[config.mk]
export PLATFORM = sky130hd
export DESIGN_NAME = snoop_bus_arbiter
export DESIGN_NICKNAME = d
export VERILOG_FILES = /design/src/rtl/snoop_bus_arbiter.sv
export SDC_FILE = /design/constraint.sdc
export NUM_CORES = 1
export LEC_CHECK = 0
export ABC_CLOCK_PERIOD_IN_PS = 3800
export BUFFER_PORTS_ARGS = -buffer_cell sky130_fd_sc_hd__buf_2
export CAP_MARGIN = 5
export CORE_UTILIZATION = 54
export DETAILED_ROUTE_END_ITERATION = 8
export HOLD_SLACK_MARGIN = 0.06
export PLACE_DENSITY = 0.93
export SLEW_MARGIN = 30
export SYNTH_ARGS = -nofsm -noshare
export SYNTH_HDL_FRONTEND = slang
export SYNTH_SLANG_ARGS = --single-unit
[constraint.sdc]
create_clock -name clk -period 3.8 [get_ports clk]
set_clock_uncertainty 0.15 [all_clocks]
set_input_delay 0.76 -clock clk [delete_from_list [all_inputs] [get_ports clk]]
set_output_delay 0.76 -clock clk [all_outputs]
set_load 0.03 [all_outputs]
[src/rtl/snoop_bus_arbiter.sv]
// Shared-bus arbiter and snoop router for the two-core MSI system.
// It grants the bus round-robin, broadcasts snoops to the other core and selects the fill source.
module snoop_bus_arbiter #(
  parameter int ADDR_W = 13,
  parameter int DATA_W = 16
) (
  input  logic              clk,
  input  logic              rst,
  input  logic [1:0]        read_miss,
  input  logic [1:0]        write_miss,
  input  logic [1:0]        invalidate,
  input  logic [ADDR_W-1:0] bico0,
  input  logic [ADDR_W-1:0] bico1,
  input  logic [1:0]        search_found,
  input  logic [DATA_W-1:0] send_data0,
  input  logic [DATA_W-1:0] send_data1,
  input  logic              u_rdy,
  output logic [1:0]        grant,
  output logic [1:0]        cpu_search,
  output logic [1:0]        inv_other,
  output logic [ADDR_W-1:0] boci0,
  output logic [ADDR_W-1:0] boci1,
  output logic [1:0]        datasel0,
  output logic [1:0]        datasel1,
  output logic [DATA_W-1:0] other_data0,
  output logic [DATA_W-1:0] other_data1,
  output logic              busy
);

  typedef enum logic [2:0] {IDLE, SNOOP, RESP, MEMWAIT, DONE} state_t;
  typedef enum logic [1:0] {REQ_RD, REQ_WR, REQ_INV} req_t;

  state_t            state;
  logic [1:0]        pend;
  req_t              type_q [2];
  logic [ADDR_W-1:0] addr_q [2];
  logic              rr_last;
  logic              w_q;
  logic              found_q;
  req_t              cur_type;

  logic [1:0]        pulse;
  logic [1:0]        req;
  req_t              pulse_type [2];
  logic              win;
  logic              oth;
  req_t              win_type;
  logic [ADDR_W-1:0] win_addr;
  logic              snp_found;
  logic [DATA_W-1:0] snp_data;

  // A fresh pulse joins arbitration in the same cycle it arrives.
  always_comb begin
    for (int unsigned i = 0; i < 2; i++) begin
      pulse[i] = read_miss[i] | write_miss[i] | invalidate[i];
      if (read_miss[i])       pulse_type[i] = REQ_RD;
      else if (write_miss[i]) pulse_type[i] = REQ_WR;
      else                    pulse_type[i] = REQ_INV;
    end
    req       = pend | pulse;
    win       = (req == 2'b11) ? ~rr_last : req[1];
    oth       = ~win;
    win_type  = pend[win] ? type_q[win] : pulse_type[win];
    win_addr  = pend[win] ? addr_q[win] : (win ? bico1 : bico0);
    snp_found = search_found[~w_q];
    snp_data  = w_q ? send_data0 : send_data1;
  end

  // Outputs are registered: each branch loads the values for the state being entered.
  always_ff @(posedge clk) begin
    grant       <= '0;
    cpu_search  <= '0;
    inv_other   <= '0;
    boci0       <= '0;
    boci1       <= '0;
    datasel0    <= '0;
    datasel1    <= '0;
    other_data0 <= '0;
    other_data1 <= '0;
    busy        <= 1'b0;
    if (rst) begin
      state     <= IDLE;
      pend      <= '0;
      type_q[0] <= REQ_RD;
      type_q[1] <= REQ_RD;
      addr_q[0] <= '0;
      addr_q[1] <= '0;
      rr_last   <= 1'b1;
      w_q       <= 1'b0;
      found_q   <= 1'b0;
      cur_type  <= REQ_RD;
    end else begin
      // A same-core pulse in DONE re-arms the slot that is being released.
      for (int unsigned i = 0; i < 2; i++) begin
        if (state == DONE && w_q == 1'(i)) pend[i] <= 1'b0;
        if (pulse[i] && (!pend[i] || (state == DONE && w_q == 1'(i)))) begin
          pend[i]   <= 1'b1;
          type_q[i] <= pulse_type[i];
          addr_q[i] <= (i == 0) ? bico0 : bico1;
        end
      end
      case (state)
        IDLE: begin
          if (|req) begin
            w_q      <= win;
            cur_type <= win_type;
            state    <= SNOOP;
            busy     <= 1'b1;
            if (win) boci0 <= win_addr;
            else     boci1 <= win_addr;
            cpu_search[oth] <= (win_type != REQ_INV);
            inv_other[oth]  <= (win_type != REQ_RD);
          end
        end
        SNOOP: begin
          found_q    <= snp_found;
          state      <= RESP;
          busy       <= 1'b1;
          grant[w_q] <= 1'b1;
          if (cur_type == REQ_RD && snp_found) begin
            if (w_q) begin
              datasel1    <= 2'b01;
              other_data1 <= snp_data;
            end else begin
              datasel0    <= 2'b01;
              other_data0 <= snp_data;
            end
          end
        end
        RESP: begin
          busy <= 1'b1;
          if (cur_type == REQ_RD && !found_q && !u_rdy) begin
            state      <= MEMWAIT;
            grant[w_q] <= 1'b1;
          end else begin
            state <= DONE;
          end
        end
        MEMWAIT: begin
          busy <= 1'b1;
          if (u_rdy) state <= DONE;
          else       grant[w_q] <= 1'b1;
        end
        DONE: begin
          rr_last <= w_q;
          state   <= IDLE;
        end
        default: state <= IDLE;
      endcase
    end
  end

endmodule

==> results.sh <==
export IMPL_power_frac_clock=0.280
export IMPL_grt_max_degree=43
export IMPL_yosys_area_top_type="dfxtp_1"
export IMPL_final_cells=593
export IMPL_seq_area_um2=2440
export IMPL_period_share=0.665
export IMPL_hp_start="found_q"
export IMPL_cts_resized=0
export IMPL_routed_wl_um=9260
export IMPL_core_um2=7290
export IMPL_crit_path_cell_trace="buf_2 > or4b_1 > buf_4 > and3_1 > and4_1 > a2111oi_2"
export IMPL_setup_viol=0
export IMPL_cts_hold_buffers=0
export IMPL_fill_cells=571
export IMPL_finalCriticalPeriod_ns=2.53
export IMPL_dp_cells=577
export IMPL_maxSlewViolCount=0
export IMPL_die_x_um=89.3
export IMPL_overflow=0
export IMPL_synth_edff_count=30
export IMPL_p_leak_nw=2.27
export IMPL_syn_avg_cell_area_um2=11.2
export IMPL_crit_path_max_incr_delay_ns=0.51
export IMPL_reg2reg_depth=5
export IMPL_drv_cap=0
export IMPL_rsz0062_at_grt="false"
export IMPL_post_cts_buffers=0
export IMPL_io_buffers=135
export IMPL_grt_pass1_wl_um=14400
export IMPL_tightest_slew_ns=0.937
export IMPL_cts_tree="built"
export IMPL_seq_area_frac_synth=0.594
export IMPL_critPathRequiredTime_ns=3.93
export IMPL_vias_per_cell=5.42
export IMPL_cp_num_buf_inv=2
export IMPL_max_slew_margin=0.359
export IMPL_start_util=0.564
export IMPL_synth_distinct_cells=47
export IMPL_multi_input_area_um2=1450
export IMPL_synth_area_leaders="dfxtp_1 37%, edfxtp_1 22%, and2_1 8.1%, a211oi_1 5.3%, mux2i_1 4.6%"
export IMPL_hpwl_um=6750
export IMPL_track_usage=0.244
export IMPL_power_switching_uw=701
export IMPL_timing_rr_start="rr_last"
export IMPL_cts_clk_slew_worst_paths_ns=0.11
export IMPL_cts_htree_levels=3
export IMPL_clk_latency_ns=0.37
export IMPL_powerDensity_nw_per_um2=473
export IMPL_die_y_um=89.3
export IMPL_worstSetupStartpointType="primary input"
export IMPL_r2r_end="cur_type[1]"
export IMPL_crit_path_max_fanout=23
export IMPL_cts_sinks=107
export IMPL_intPower_mw=1.65
export IMPL_clk_path_buf_depth=2
export IMPL_clock_tree_root_cell="clkbuf_8"
export IMPL_layout_drive_gt1_share=0.324
export IMPL_switching_share=0.298
export IMPL_die_area_um2=7970
export IMPL_synthesis_area_um2=4110
export IMPL_ios=138
export IMPL_fin_nets=558
export IMPL_fp_row_count=31
export IMPL_hold_violations=0
export IMPL_pwr_share_comb=0.168
export IMPL_grt_pass1_vias=3052
export IMPL_synth_ff_type="dfxtp_1"
export IMPL_gp_congestion=0.851
export IMPL_wl_per_cell_um=15.6
export IMPL_vias=3215
export IMPL_area_growth_pct=20.8
export IMPL_drc=0
export IMPL_crit_slowest_cell="or4b_1"
export IMPL_diodes=0
export IMPL_yosys_warnings=0
export IMPL_ant_nets=0
export IMPL_fin_hold_ws_ns=0.360
export IMPL_critPathTopFamily="simple AND/OR/NAND/NOR gates"
export IMPL_outcome="complete, no violations"
export IMPL_p_seq_frac=0.552
export IMPL_r2r_slack_ns=1.39
export IMPL_cts_buffers=9
export IMPL_min_path_cells=2
export IMPL_max_freq_ghz=0.396
export IMPL_netlist_area_leader_share=0.375
export IMPL_synth_seq_cells=107
export IMPL_async_flop_share=0
export IMPL_worstSetupPathType="in2reg"
export IMPL_first_pass_iters=4
export IMPL_ir_drop_mv=0.302
export IMPL_hp_class="reg2reg"
export IMPL_min_delay_worst_endpoint="found_q"
export IMPL_syn_inst=368
export IMPL_first_iter_violations=182
export IMPL_endpoint_kind="flip-flop"
export IMPL_antenna_found_initial=0
export IMPL_worstPathArrival_ns=2.65
export IMPL_finalSetupTns_ns=0
## synth_stat cells (2+ instances only)
cell / count
a21oi_1: 7
nor2b_1: 3
and2_1: 53
buf_2: 4
nand2_1: 10
or4_1: 3
nand2b_1: 4
edfxtp_1: 30
a311oi_1: 2
nor3_1: 19
or4b_1: 2
dfxtp_1: 77
inv_1: 16
nor2_1: 16
nor3b_1: 3
a211oi_1: 29
clkbuf_1: 17
buf_4: 3
and3_1: 2
nand3_1: 2
buf_6: 5
or3_1: 2
a31oi_1: 14
mux2i_1: 19
a2111o_1: 2
a21o_1: 2
a2111oi_0: 2
## metal layers
metal,GRT usage,vias up,part of all wire
met5,0,-,0
met4,0.0938,0,0.017
met3,0.0591,14,0.094
met2,0.403,173,0.48
met1,0.312,1479,0.41
li1,-,1549,-
## logic make-up (layout without fill, tap and decap cells)
family | count (synthesis) | after routing | synth area share
compound gates | 66 | 66 | 0.117
flops | 107 | 107 | 0.594
simple gates | 128 | 128 | 0.184
mux | 20 | 20 | 0.0490
other cells | 1 | 2 | 0.000912
buf+inv | 46 | 171 | 0.0554
## worst reg2reg max path, delay by kind of cell, from the launching register on
| kind | cells | cell delay (ns) |
|---|---|---|
| mux | 1 | 0.22 |
| buf+inv | 1 | 0.22 |
| simple gates | 2 | 0.89 |
| flops | 1 | 0.46 |
| compound gates | 1 | 0.37 |
## power groups by stage
stage / logic (mW) / clock network (mW) / registers (mW)
2_1_floorplan: 0.213 / 0 / 1.38
3_3_place_gp: 0.379 / 0 / 1.32
3_5_place_dp: 0.391 / 0 / 1.32
4_1_cts: 0.393 / 0.670 / 1.30
5_1_grt: 0.429 / 0.711 / 1.31
6_report: 0.394 / 0.659 / 1.30
## per-stage QoR
step	instance area (µm²)	power, mW	util	setup slack (ns)
after floorplan	4120	1.59	-	1.22
final	4970	2.35	0.681	1.27
after global placement	4780	1.70	0.655	0.941
after detailed placement	4780	1.71	0.656	0.902
after global routing	4970	2.45	0.681	1.19
after CTS	4970	2.36	0.681	1.29
## placed cells by master (no fill, tap or decap), types with 3 or more instances in the layout
cell type | synthesis | final
or4_1 | 3 | 3
clkbuf_8 | 0 | 9
nor3_1 | 19 | 19
nor2b_1 | 3 | 3
nor3b_1 | 3 | 3
and2_1 | 53 | 53
edfxtp_1 | 30 | 30
clkinv_4 | 0 | 4
a21oi_1 | 7 | 7
nand2b_1 | 4 | 4
buf_2 | 4 | 135
a211oi_1 | 29 | 29
mux2i_1 | 19 | 19
inv_1 | 16 | 16
nor2_1 | 16 | 16
nand2_1 | 10 | 10
buf_4 | 3 | 4
dfxtp_1 | 77 | 77
a31oi_1 | 14 | 14
## worst max-delay path by stage
stage	startpoint	endpoint	slack, ns	depth (start not counted)
2_1_floorplan	read_miss[1]	boci1[2]	1.22	8
3_3_place_gp	read_miss[0]	cur_type[1]	0.94	6
3_5_place_dp	read_miss[0]	cur_type[1]	0.90	6
4_1_cts	read_miss[0]	cur_type[1]	1.29	6
5_1_grt	read_miss[0]	boci1[7]	1.19	6
6_report	read_miss[0]	cur_type[1]	1.27	6
## flip-flops by register name (all words and copies together), names as in the netlist
register	flops
boci0	13
found_q	1
type_q	4
rr_last	1
other_data0	16
w_q	1
addr_q	26
grant	2
other_data1	16
busy	1
cpu_search	2
pend	2
state	3
datasel0	1
inv_other	2
cur_type	2
datasel1	1
boci1	13
## cell type report
cell class	instances	share of cell area
Sequential cell	107	0.492
Multi-Input combinational cell	216	0.292
Timing Repair Buffer	139	0.142
Clock buffer	10	0.0257
Tap cell	99	0.0249
Inverter	16	0.0121
Clock inverter	6	0.0116
(Power assumes the default switching activity.)
